===== config.mk =====
export PLATFORM = sky130hd
export DESIGN_NAME = alu_seq_unit_flat
export DESIGN_NICKNAME = d
export VERILOG_FILES = /design/src/rtl/alu_seq_unit_if.sv /design/src/rtl/alu_seq_unit.sv /design/src/flat_wrapper.sv
export SDC_FILE = /design/constraint.sdc
export NUM_CORES = 1
export LEC_CHECK = 0
export ABC_AREA = 1
export BUFFER_PORTS_ARGS = -buffer_cell sky130_fd_sc_hd__clkbuf_2
export CAP_MARGIN = 20
export CORE_AREA = 2 2 157 159
export CTS_CLUSTER_DIAMETER = 60
export DETAILED_ROUTE_END_ITERATION = 8
export DIE_AREA = 0 0 159 161
export GPL_TIMING_DRIVEN = 0
export MAX_ROUTING_LAYER = met4
export PLACE_DENSITY_LB_ADDON = 0.15
export SYNTH_ARGS = -nofsm -noshare
export SYNTH_HDL_FRONTEND = slang
export SYNTH_SLANG_ARGS = --single-unit

===== constraint.sdc =====
create_clock -name clk_i -period 3.5 [get_ports clk_i]
set_input_delay 0.7 -clock clk_i [delete_from_list [all_inputs] [get_ports clk_i]]
set_output_delay 0.7 -clock clk_i [all_outputs]
set_load 0.03 [all_outputs]

===== src/rtl/alu_seq_unit_if.sv =====
// Request/response bundle for alu_seq_unit: the request side carries the
// operands and function code, the response side the result and its flags.
interface alu_seq_unit_if #(
  parameter int DATA_W = 32,
  parameter int OP_W   = 4
);
  logic              in_valid_i;
  logic              in_ready_o;
  logic [DATA_W-1:0] rs1_data_i;
  logic [DATA_W-1:0] rs2_data_i;
  logic [OP_W-1:0]   func_i;
  logic              out_valid_o;
  logic              out_ready_i;
  logic [DATA_W-1:0] rd_data_o;
  logic              zero_o;
  logic              err_o;

  // Issuing side: decode/register-read stage plus writeback consumer.
  modport master (
    output in_valid_i, rs1_data_i, rs2_data_i, func_i, out_ready_i,
    input  in_ready_o, out_valid_o, rd_data_o, zero_o, err_o
  );

  // The ALU itself.
  modport slave (
    input  in_valid_i, rs1_data_i, rs2_data_i, func_i, out_ready_i,
    output in_ready_o, out_valid_o, rd_data_o, zero_o, err_o
  );
endinterface


===== src/rtl/alu_seq_unit.sv =====
// Handshaked sequential ALU: single-cycle logic/arith ops, 1-bit-per-cycle
// shifts, registered result with zero/error flags held until writeback.
//
//   state   | meaning
//   --------+-------------------------------------------------------------
//   S_IDLE  | ready for a request; in_ready_o high
//   S_SHIFT | shifting accumulator one bit per cycle until count reaches 0
//   S_RESP  | result valid, held until the consumer takes it
module alu_seq_unit #(
  parameter  int DATA_W = 32,
  parameter  int OP_W   = 4,
  localparam int SH_W   = $clog2(DATA_W)
) (
  input logic           clk_i,
  input logic           arst_i,
  alu_seq_unit_if.slave bus
);

  typedef enum logic [1:0] {S_IDLE, S_SHIFT, S_RESP} state_t;

  state_t            r_state;
  logic [DATA_W-1:0] r_acc;
  logic [SH_W-1:0]   r_cnt;
  logic              r_dir_left;
  logic [DATA_W-1:0] r_result;
  logic              r_zero;
  logic              r_err;
  logic              r_out_valid;

  logic              w_accept;
  logic              w_op_valid;
  logic              w_is_shift;
  logic [SH_W-1:0]   w_amount;
  logic [DATA_W-1:0] w_alu_res;
  logic [DATA_W-1:0] w_acc_next;

  assign w_accept   = bus.in_valid_i && (r_state == S_IDLE);
  // Codes 0-7 are defined; anything with a bit set above bit 2 is invalid.
  assign w_op_valid = ((bus.func_i >> 3) == '0);
  assign w_is_shift = w_op_valid && (bus.func_i[2:1] == 2'b11);
  assign w_amount   = bus.rs2_data_i[SH_W-1:0];
  assign w_acc_next = r_dir_left ? (r_acc << 1) : (r_acc >> 1);

  // Single-cycle result for logic/arith ops; invalid codes yield zero.
  always_comb begin
    w_alu_res = '0;
    if (w_op_valid) begin
      case (bus.func_i[2:0])
        3'd0:    w_alu_res = bus.rs1_data_i & bus.rs2_data_i;
        3'd1:    w_alu_res = bus.rs1_data_i | bus.rs2_data_i;
        3'd2:    w_alu_res = bus.rs1_data_i ^ bus.rs2_data_i;
        3'd3:    w_alu_res = ~bus.rs1_data_i;
        3'd4:    w_alu_res = bus.rs1_data_i + bus.rs2_data_i;
        3'd5:    w_alu_res = bus.rs1_data_i - bus.rs2_data_i;
        default: w_alu_res = '0;
      endcase
    end
  end

  // Control FSM with registered result, flags and output-valid.
  always_ff @(posedge clk_i or posedge arst_i) begin
    if (arst_i) begin
      r_state     <= S_IDLE;
      r_acc       <= '0;
      r_cnt       <= '0;
      r_dir_left  <= 1'b0;
      r_result    <= '0;
      r_zero      <= 1'b0;
      r_err       <= 1'b0;
      r_out_valid <= 1'b0;
    end else begin
      case (r_state)
        S_IDLE: begin
          if (w_accept) begin
            if (w_is_shift) begin
              r_acc      <= bus.rs1_data_i;
              r_cnt      <= w_amount;
              // SLL is code 6 (bit0 clear), SRL is code 7.
              r_dir_left <= ~bus.func_i[0];
              if (w_amount == '0) begin
                r_result    <= bus.rs1_data_i;
                r_zero      <= (bus.rs1_data_i == '0);
                r_err       <= 1'b0;
                r_out_valid <= 1'b1;
                r_state     <= S_RESP;
              end else begin
                r_state <= S_SHIFT;
              end
            end else begin
              r_result    <= w_alu_res;
              r_zero      <= (w_alu_res == '0);
              r_err       <= ~w_op_valid;
              r_out_valid <= 1'b1;
              r_state     <= S_RESP;
            end
          end
        end
        S_SHIFT: begin
          r_acc <= w_acc_next;
          r_cnt <= r_cnt - SH_W'(1);
          if (r_cnt == SH_W'(1)) begin
            r_result    <= w_acc_next;
            r_zero      <= (w_acc_next == '0);
            r_err       <= 1'b0;
            r_out_valid <= 1'b1;
            r_state     <= S_RESP;
          end
        end
        S_RESP: begin
          // Return to IDLE only; the next request is taken a cycle later.
          if (bus.out_ready_i) begin
            r_out_valid <= 1'b0;
            r_state     <= S_IDLE;
          end
        end
        default: r_state <= S_IDLE;
      endcase
    end
  end

  assign bus.in_ready_o  = (r_state == S_IDLE);
  assign bus.out_valid_o = r_out_valid;
  assign bus.rd_data_o   = r_result;
  assign bus.zero_o      = r_zero;
  assign bus.err_o       = r_err;

endmodule


===== src/flat_wrapper.sv =====
// flat-port wrapper written by rule: the top's interface ports become plain ports
module alu_seq_unit_flat 
#(
  parameter  int DATA_W = 32,
  parameter  int OP_W   = 4,
  localparam int SH_W   = $clog2(DATA_W)
)
  (clk_i, arst_i, bus_in_valid_i, bus_rs1_data_i, bus_rs2_data_i, bus_func_i, bus_out_ready_i, bus_in_ready_o, bus_out_valid_o, bus_rd_data_o, bus_zero_o, bus_err_o);
  alu_seq_unit_if #(.DATA_W(DATA_W), .OP_W(OP_W)) bus_i ();
  input logic clk_i;
  input logic arst_i;
  input wire logic [$bits(bus_i.in_valid_i)-1:0] bus_in_valid_i;
  input wire logic [$bits(bus_i.rs1_data_i)-1:0] bus_rs1_data_i;
  input wire logic [$bits(bus_i.rs2_data_i)-1:0] bus_rs2_data_i;
  input wire logic [$bits(bus_i.func_i)-1:0] bus_func_i;
  input wire logic [$bits(bus_i.out_ready_i)-1:0] bus_out_ready_i;
  output wire logic [$bits(bus_i.in_ready_o)-1:0] bus_in_ready_o;
  output wire logic [$bits(bus_i.out_valid_o)-1:0] bus_out_valid_o;
  output wire logic [$bits(bus_i.rd_data_o)-1:0] bus_rd_data_o;
  output wire logic [$bits(bus_i.zero_o)-1:0] bus_zero_o;
  output wire logic [$bits(bus_i.err_o)-1:0] bus_err_o;
  assign bus_i.in_valid_i = bus_in_valid_i;
  assign bus_i.rs1_data_i = bus_rs1_data_i;
  assign bus_i.rs2_data_i = bus_rs2_data_i;
  assign bus_i.func_i = bus_func_i;
  assign bus_i.out_ready_i = bus_out_ready_i;
  assign bus_in_ready_o = bus_i.in_ready_o;
  assign bus_out_valid_o = bus_i.out_valid_o;
  assign bus_rd_data_o = bus_i.rd_data_o;
  assign bus_zero_o = bus_i.zero_o;
  assign bus_err_o = bus_i.err_o;
  alu_seq_unit #(.DATA_W(DATA_W), .OP_W(OP_W)) u_core (.clk_i(clk_i), .arst_i(arst_i), .bus(bus_i));
endmodule

After elaboration in Yosys (flattened, before gate mapping):

Cells that the tools add are included.

* register bits after elaboration: 75
* input bits: 72
* output and inout port bits: 36
* logic and storage cells: 83

* $add $sub $neg: 3
* equal/unequal tests: 14
* muxes and demuxes: 36
* bitwise gates (word level): 6
* reduce and logical (&&, ||, !) cells: 16

Operators with widths (number)
* 2-to-1 mux 32 bit: 8
* one-hot mux 32 bit (6 select lines): 1
* one-hot mux 32 bit (2 select lines): 2
* logical NOT 32 bit: 3
* adder 32 bit: 1
* bitwise AND 32 bit: 1
* inverter 32 bit: 1
* OR 32 bit: 1
* subtractor 32 bit: 1
* bitwise XOR 32 bit: 1
* 2-to-1 mux 1 bit: 13
* 2-to-1 mux 2 bit: 5
* 2-to-1 mux 5 bit: 2
* one-hot mux 5 bit (2 select lines): 1
* AND reduction 3 bit: 3
* equality test 3 x 2 -> 1 bit (second input constant): 2
* equality test 3 bit (second input constant): 2
* inequality test 2 x 1 -> 1 bit (second input constant): 3
* one-hot mux 2 bit (3 select lines): 1
* equality test 5 x 1 -> 1 bit (second input constant): 1
* logical NOT 5 bit: 1
* AND reduction 5 bit: 1
* subtractor 5 x 1 -> 5 bit (second input constant): 1
* equality test 2 bit (second input constant): 2
* 14 further kinds: 17

Longest topological paths before layout:

* word-level depth: 7
* gate-level depth with buffers: 31
* depth with buffers taken out: 31

Worst setup path before layout:

No wires, ideal clock.

* path kind: input-to-reg
* start point: input port bus_rs2_data_i[0]
* end point: register u_core.r_zero (netlist: u_core.bus.zero_o)
* setup time: 0.073 ns
* arrival time: 3.738 ns
* data required time: 3.427 ns
* slack: -0.311 ns
* stages: 28
* buffers on the path: 0
* path through: inv_1 -> ha_1 -> inv_1 -> nor3_1 -> nand3_1 -> nor2_1 -> nand2_1 -> inv_1 -> nand4_1 -> nor4_1 -> nor2_1 -> a21oi_1 -> xor2_1 -> ha_1 -> a21oi_1 -> a21boi_0 -> nand2_1 -> a21oi_1 -> nand3_1 -> nand3_1 -> nand2_1 -> o21ai_1 -> nand2_1 -> nor2_1 -> nand2_1 -> nand2_1 -> nand2_1 -> a21oi_2

* longest elaborated chain between the ends: 7
* elaborated cells between the ends (all ways): 14
* classes of those cells: add/sub: 2; eq/ne: 1; mux: 5; bitwise: 3; reduce/logical: 3

Ends and longest elaborated chain
* start: declaration: line flat_wrapper.sv:14 `input wire logic [$bits(bus_i.rs2_data_i)-1:0] bus_rs2_data_i;`
* subtractor 32 bit (tied with other cells): line alu_seq_unit.sv:54 `3'd5: w_alu_res = bus.rs1_data_i - bus.rs2_data_i;`
* one-hot mux 32 bit (6 select lines): line alu_seq_unit.sv:48 `case (bus.func_i[2:0])`
* 2-to-1 mux 32 bit: line alu_seq_unit.sv:47 `if (w_op_valid) begin`
* logical NOT 32 bit: line alu_seq_unit.sv:91 `r_zero <= (w_alu_res == '0);`
* 2-to-1 mux 1 bit: line alu_seq_unit.sv:75 `if (w_is_shift) begin`
* 2-to-1 mux 1 bit: line alu_seq_unit.sv:74 `if (w_accept) begin`
* one-hot mux 1 bit (2 select lines): line alu_seq_unit.sv:72 `case (r_state)`
* end signal: assignment: line alu_seq_unit.sv:82 `r_zero <= (bus.rs1_data_i == '0);`
* end signal: assignment: line alu_seq_unit.sv:91
* end signal: assignment: line alu_seq_unit.sv:103 `r_zero <= (w_acc_next == '0);`
* end: declaration: line alu_seq_unit.sv:26 `logic r_zero;`

Several ways; a longest one is shown, not always the timed one. The select of a mux whose other input is x is not followed.
A chain may end at the register's enable or synchronous reset.

Worst setup path after layout:

* start point: input port bus_rs2_data_i[0]
* end point: register u_core.r_result[31] (netlist: u_core.bus.rd_data_o[31])

* longest elaborated chain between the ends: 6
* elaborated cells between the ends (all ways): 10
* classes of those cells: add/sub: 2; eq/ne: 1; mux: 5; reduce/logical: 2

Ends and longest elaborated chain
* subtractor 32 bit or adder 32 bit (tied branches): line alu_seq_unit.sv:54, alu_seq_unit.sv:53
* one-hot mux 32 bit (6 select lines): line alu_seq_unit.sv:48
* 2-to-1 mux 32 bit: line alu_seq_unit.sv:47
* 2-to-1 mux 32 bit: line alu_seq_unit.sv:75
* 2-to-1 mux 32 bit: line alu_seq_unit.sv:74
* one-hot mux 32 bit (2 select lines): line alu_seq_unit.sv:72
* end signal: assignment: line alu_seq_unit.sv:81 `r_result <= bus.rs1_data_i;`
* end signal: assignment: line alu_seq_unit.sv:90 `r_result <= w_alu_res;`
* end signal: assignment: line alu_seq_unit.sv:102 `r_result <= w_acc_next;`
* end: declaration: line alu_seq_unit.sv:25 `logic [DATA_W-1:0] r_result;`

Several ways; a longest one is shown, not always the timed one. The select of a mux whose other input is x is not followed.

==> key figures <==
Status
  – Status: finished, violations left
  – Failing checks: setup timing

Routing
  – Post-DRT Antenna Nets: 0
  – DRT Pass-1 Iters: 5
  – Drt via density: between 5 and 6
  – # DRC: 0
  – Via count: about 11000
  – Starting DRC count in detailed routing: between 700 and 800
  – Avg WL per Cell: between 15 and 20 um
  – WL final: ~37000 um

Job
  – Max Cap Violations: 0

Synth
  – Top_reg_cell synth: dfrtp_1
  – Post-Synthesis Cells: approximately 1500
  – Post-synth EDFFs: 0
  – Async S/R FF share, synth: 100%
  – Synth cell types: 46
  – Seq/Total Area, Yosys: between 15 and 20%
  – Seq cells post-synth: between 70 and 80
  – Synth Cell Area: about 0.0094 mm^2
  – Avg Synthesized Cell Area: between 6 and 7 um^2
  – Ys Warns: 0
  – Mapped Nets: 1707

Place
  – Inst Count DP: a little under 2000
  – Pre-CTS setup slack: -1.45 ns
  – IO Port Bufs: roughly 110
  – RePlAce Congestion: 0.961
  – Dpl hpwl: 29400 um

Worst setup path
  – Critical path peak fanout: 4
  – Worst Path Arrival: roughly 4.2 ns
  – Critical path class: in2reg
  – Worst Setup SP: bus_rs2_data_i[0]
  – CP startpoint kind: input pin
  – WP data required: approximately 3.8 ns
  – Reg-to-Reg Start: u_core.r_dir_left
  – Critical path endpoint category: register

Power and ir drop
  – Comb power frac: 55.6%
  – PwrDens: ~450 mW/mm^2
  – Sw Share: 48.2%
  – Leak Pwr: 6.32 nW
  – Power Internal: about 0.0029 W
  – Sequential power share: approximately 28%
  – Clock Power Share: 16.9%
  – Max VDD drop: around 310 uV
  – NetSw: 0.00268 W

Floorplanning
  – Num rows: 57
  – Core area: 0.0240 mm^2
  – Die area: between 0.02 and 0.03 mm^2
  – Die width: 159 um
  – Top Ports: 108
  – Die span in y: roughly 160 um
  – Initial Utilization: between 30% and 40%

Cells and area
  – Final Core Density: between 50% and 60%
  – Final Non-Filler Cells: roughly 2000
  – Area growth from synthesis to layout: 31.5%
  – Antenna cell count: 0
  – Layout cells sized above 1: between 20% and 30%
  – Final net count: ~1900

CTS
  – Reg clk slew, reported paths: about 0.06 ns
  – CTS buffer count: 9
  – CTS tree: done
  – Clk_lat worst skew: roughly 0.34 ns
  – Clock Tree Root: clkbuf_16
  – Number of H-tree levels: 3
  – Worst-case clock buffer depth: 2
  – CTS Hold Bufs: 0
  – CTS Sinks: between 70 and 80

Timing
  – Worst hold margin: roughly 0.25 ns
  – Fmax: 253 MHz
  – Worst Clk Skew: between 0.01 and 0.015 ns
  – Fin. max-slew vios: 0
  – Final hold vios: 0
  – Period Utilization, post-route: 113%
  – Crit path time final: just under 4 ns
  – Setup-failing EPs final: 15
  – Max_slew headroom: between 40 and 50%
  – RSZ-0062 raised after global routing: yes
  – Final WS setup: -0.457 ns
  – Least-Margin Pin Slew: between 0.8 and 0.9 ns

GRT
  – Largest net degree at the start of global routing: 67
  – Antenna violations before repair: 0
  – Tot GR Track Use: 28.6%
  – Grt ovf: 0
  – First-pass GRT wire length: around 56000 um
  – Vias in the first global route: slightly above 10000

Hold path
  – Hold Crit Class: in2async
==> metrics by stage <==
stage	power, W	area [um^2]	TNS [ns]
detailed placement	0.00423	10500	-34.71
CTS	0.00533	11400	-4.31
finish	0.00555	12400	-2.72
floorplan	0.00338	9490	-0.152
global route	0.00598	12400	-6.40
global placement	0.00420	10400	-41.82
==> power by group through the flow <==
stage	Clock, W	Combinational (W)	Sequential [W]
after floorplan	0	0.00153	0.00185
final	0.000936	0.00309	0.00153
after detailed placement	0	0.00269	0.00154
after CTS	0.000959	0.00284	0.00153
after global routing	0.000992	0.00340	0.00158
after global placement	0	0.00267	0.00153
==> final timing paths <==
| path | slack [ns] | cells past startpoint | end |
|---|---|---|---|
| min in group clk_i | 0.47 | 2 | u_core.bus.rd_data_o[29] |
| max in group asynchronous | 2.67 | 3 | u_core.r_acc[20] |
| hold / removal | 0.25 | 2 | u_core.r_acc[31] |
| setup reg to reg | 0.90 | 11 | u_core.bus.zero_o |
| setup / recovery | -0.46 | 28 | u_core.bus.rd_data_o[31] |
| hold reg to reg | 0.47 | 2 | u_core.bus.rd_data_o[29] |
==> cells in the mapped netlist, types with 3 or more instances <==
| library cell | count | area share [%] |
|---|---|---|
| inv_1 | 213 | 8.5 |
| dfrtp_1 | 75 | 20 |
| buf_2 | 13 | 0.69 |
| nand3b_1 | 14 | 1.1 |
| nor2_2 | 3 | 0.20 |
| buf_6 | 5 | 0.60 |
| nor2_1 | 100 | 4.0 |
| o311ai_0 | 22 | 2.0 |
| a21boi_0 | 11 | 0.88 |
| a21oi_1 | 65 | 3.5 |
| nor3_1 | 12 | 0.64 |
| a22oi_1 | 7 | 0.56 |
| o21a_1 | 4 | 0.32 |
| o21ai_1 | 11 | 0.58 |
| nand3_1 | 95 | 5.0 |
| xor2_1 | 30 | 2.8 |
| a221oi_1 | 9 | 0.84 |
| inv_2 | 7 | 0.28 |
| o211ai_1 | 5 | 0.40 |
| o21ai_0 | 80 | 4.2 |
| nand2_1 | 525 | 21 |
| buf_1 | 3 | 0.12 |
| ha_1 | 99 | 13 |
| nand4_1 | 27 | 1.8 |
| a31oi_1 | 3 | 0.20 |
| o21bai_1 | 4 | 0.32 |
| nor4_1 | 10 | 0.66 |
| a221oi_2 | 5 | 0.80 |
| o2111ai_1 | 3 | 0.28 |
| clkbuf_1 | 31 | 1.2 |
| o22ai_1 | 24 | 1.6 |
==> state kept, by name, summed over array words and instances (netlist names) <==
signal and count:
u_core.bus.rd_data_o 32, u_core.r_dir_left 1, u_core.r_state 2, u_core.r_cnt 5, u_core.bus.out_valid_o 1, u_core.bus.zero_o 1
u_core.r_acc 32, u_core.bus.err_o 1
==> placed cells by master (no fill, tap or decap), drive strengths merged, types with 11 or more instances in the layout <==
| cell type | synthesis | final |
|---|---|---|
| o311ai | 22 | 22 |
| o21ai | 91 | 91 |
| o22ai | 24 | 24 |
| nand3 | 96 | 96 |
| nand3b | 14 | 14 |
| nor2 | 103 | 103 |
| a21oi | 66 | 66 |
| ha | 99 | 99 |
| clkbuf | 32 | 146 |
| nor3 | 13 | 13 |
| xor2 | 30 | 30 |
| a221oi | 14 | 14 |
| nand2 | 526 | 526 |
| dfrtp | 75 | 75 |
| nand4 | 27 | 27 |
| buf | 21 | 71 |
| inv | 220 | 219 |
| a21boi | 11 | 11 |
==> cells by family (layout without fill, tap and decap cells) <==
family	count (synthesis)	after routing	synth area share (%)
AOI/OAI and AO/OA	265	265	17.6
xor gates and xnor gates	30	30	2.79
adders and majority gates	100	100	13.4
buffers and inverters	274	442	11.5
DFF	75	75	19.9
and+or+nand+nor	791	791	34.8
==> repair_timing <==
action	CTS	global route
resized for setup	148	231
setup endpoints to repair	32	29
setup buffers	25	23
endpoints found under the hold margin	0	0
pin swaps	53	100
==> worst max-delay path: stages <==
cell and delay, ns:
clkbuf_16 0.14, inv_16 0.05, ha_4 0.12, inv_4 0.03, nor3_4 0.13, nand3_2 0.12
nor2_4 0.15, nand2_2 0.07, inv_2 0.06, nand4_1 0.16, nor4_1 0.23, nor2_1 0.10
a21oi_1 0.17, xor2_1 0.24, ha_4 0.27, a21oi_4 0.16, o21bai_1 0.07, a21oi_1 0.17
o21ai_1 0.10, a21oi_2 0.19, inv_1 0.08, nand3_2 0.07, nand2_2 0.06, a21oi_2 0.18
a21oi_2 0.06, o21ai_2 0.18, nand2_1 0.06, nand2_1 0.08
==> area by class of cell <==
| type | instances | area [um^2] |
|---|---|---|
| inverters | 221 | 867 |
| well taps | 324 | 405 |
| fillers | 2486 | 11600 |
| clock inverters | 4 | 50.0 |
| clock buffers | 11 | 253 |
| plain buffers | 53 | 269 |
| repair buffers | 153 | 970 |
| multi-input cells | 1186 | 7700 |
| flip-flops and latches | 75 | 1880 |
==> metal layers <==
metal | global-route usage, % | up-vias | routed length (um)
met2 | 45.1 | 410 | 16800
met5 | - | - | 0
met4 | 9.96 | 0 | 1130
met3 | 1.59 | 60 | 2230
li1 | - | 5373 | -
met1 | 39.3 | 5104 | 16400
Power figures use the tool's default switching activity.
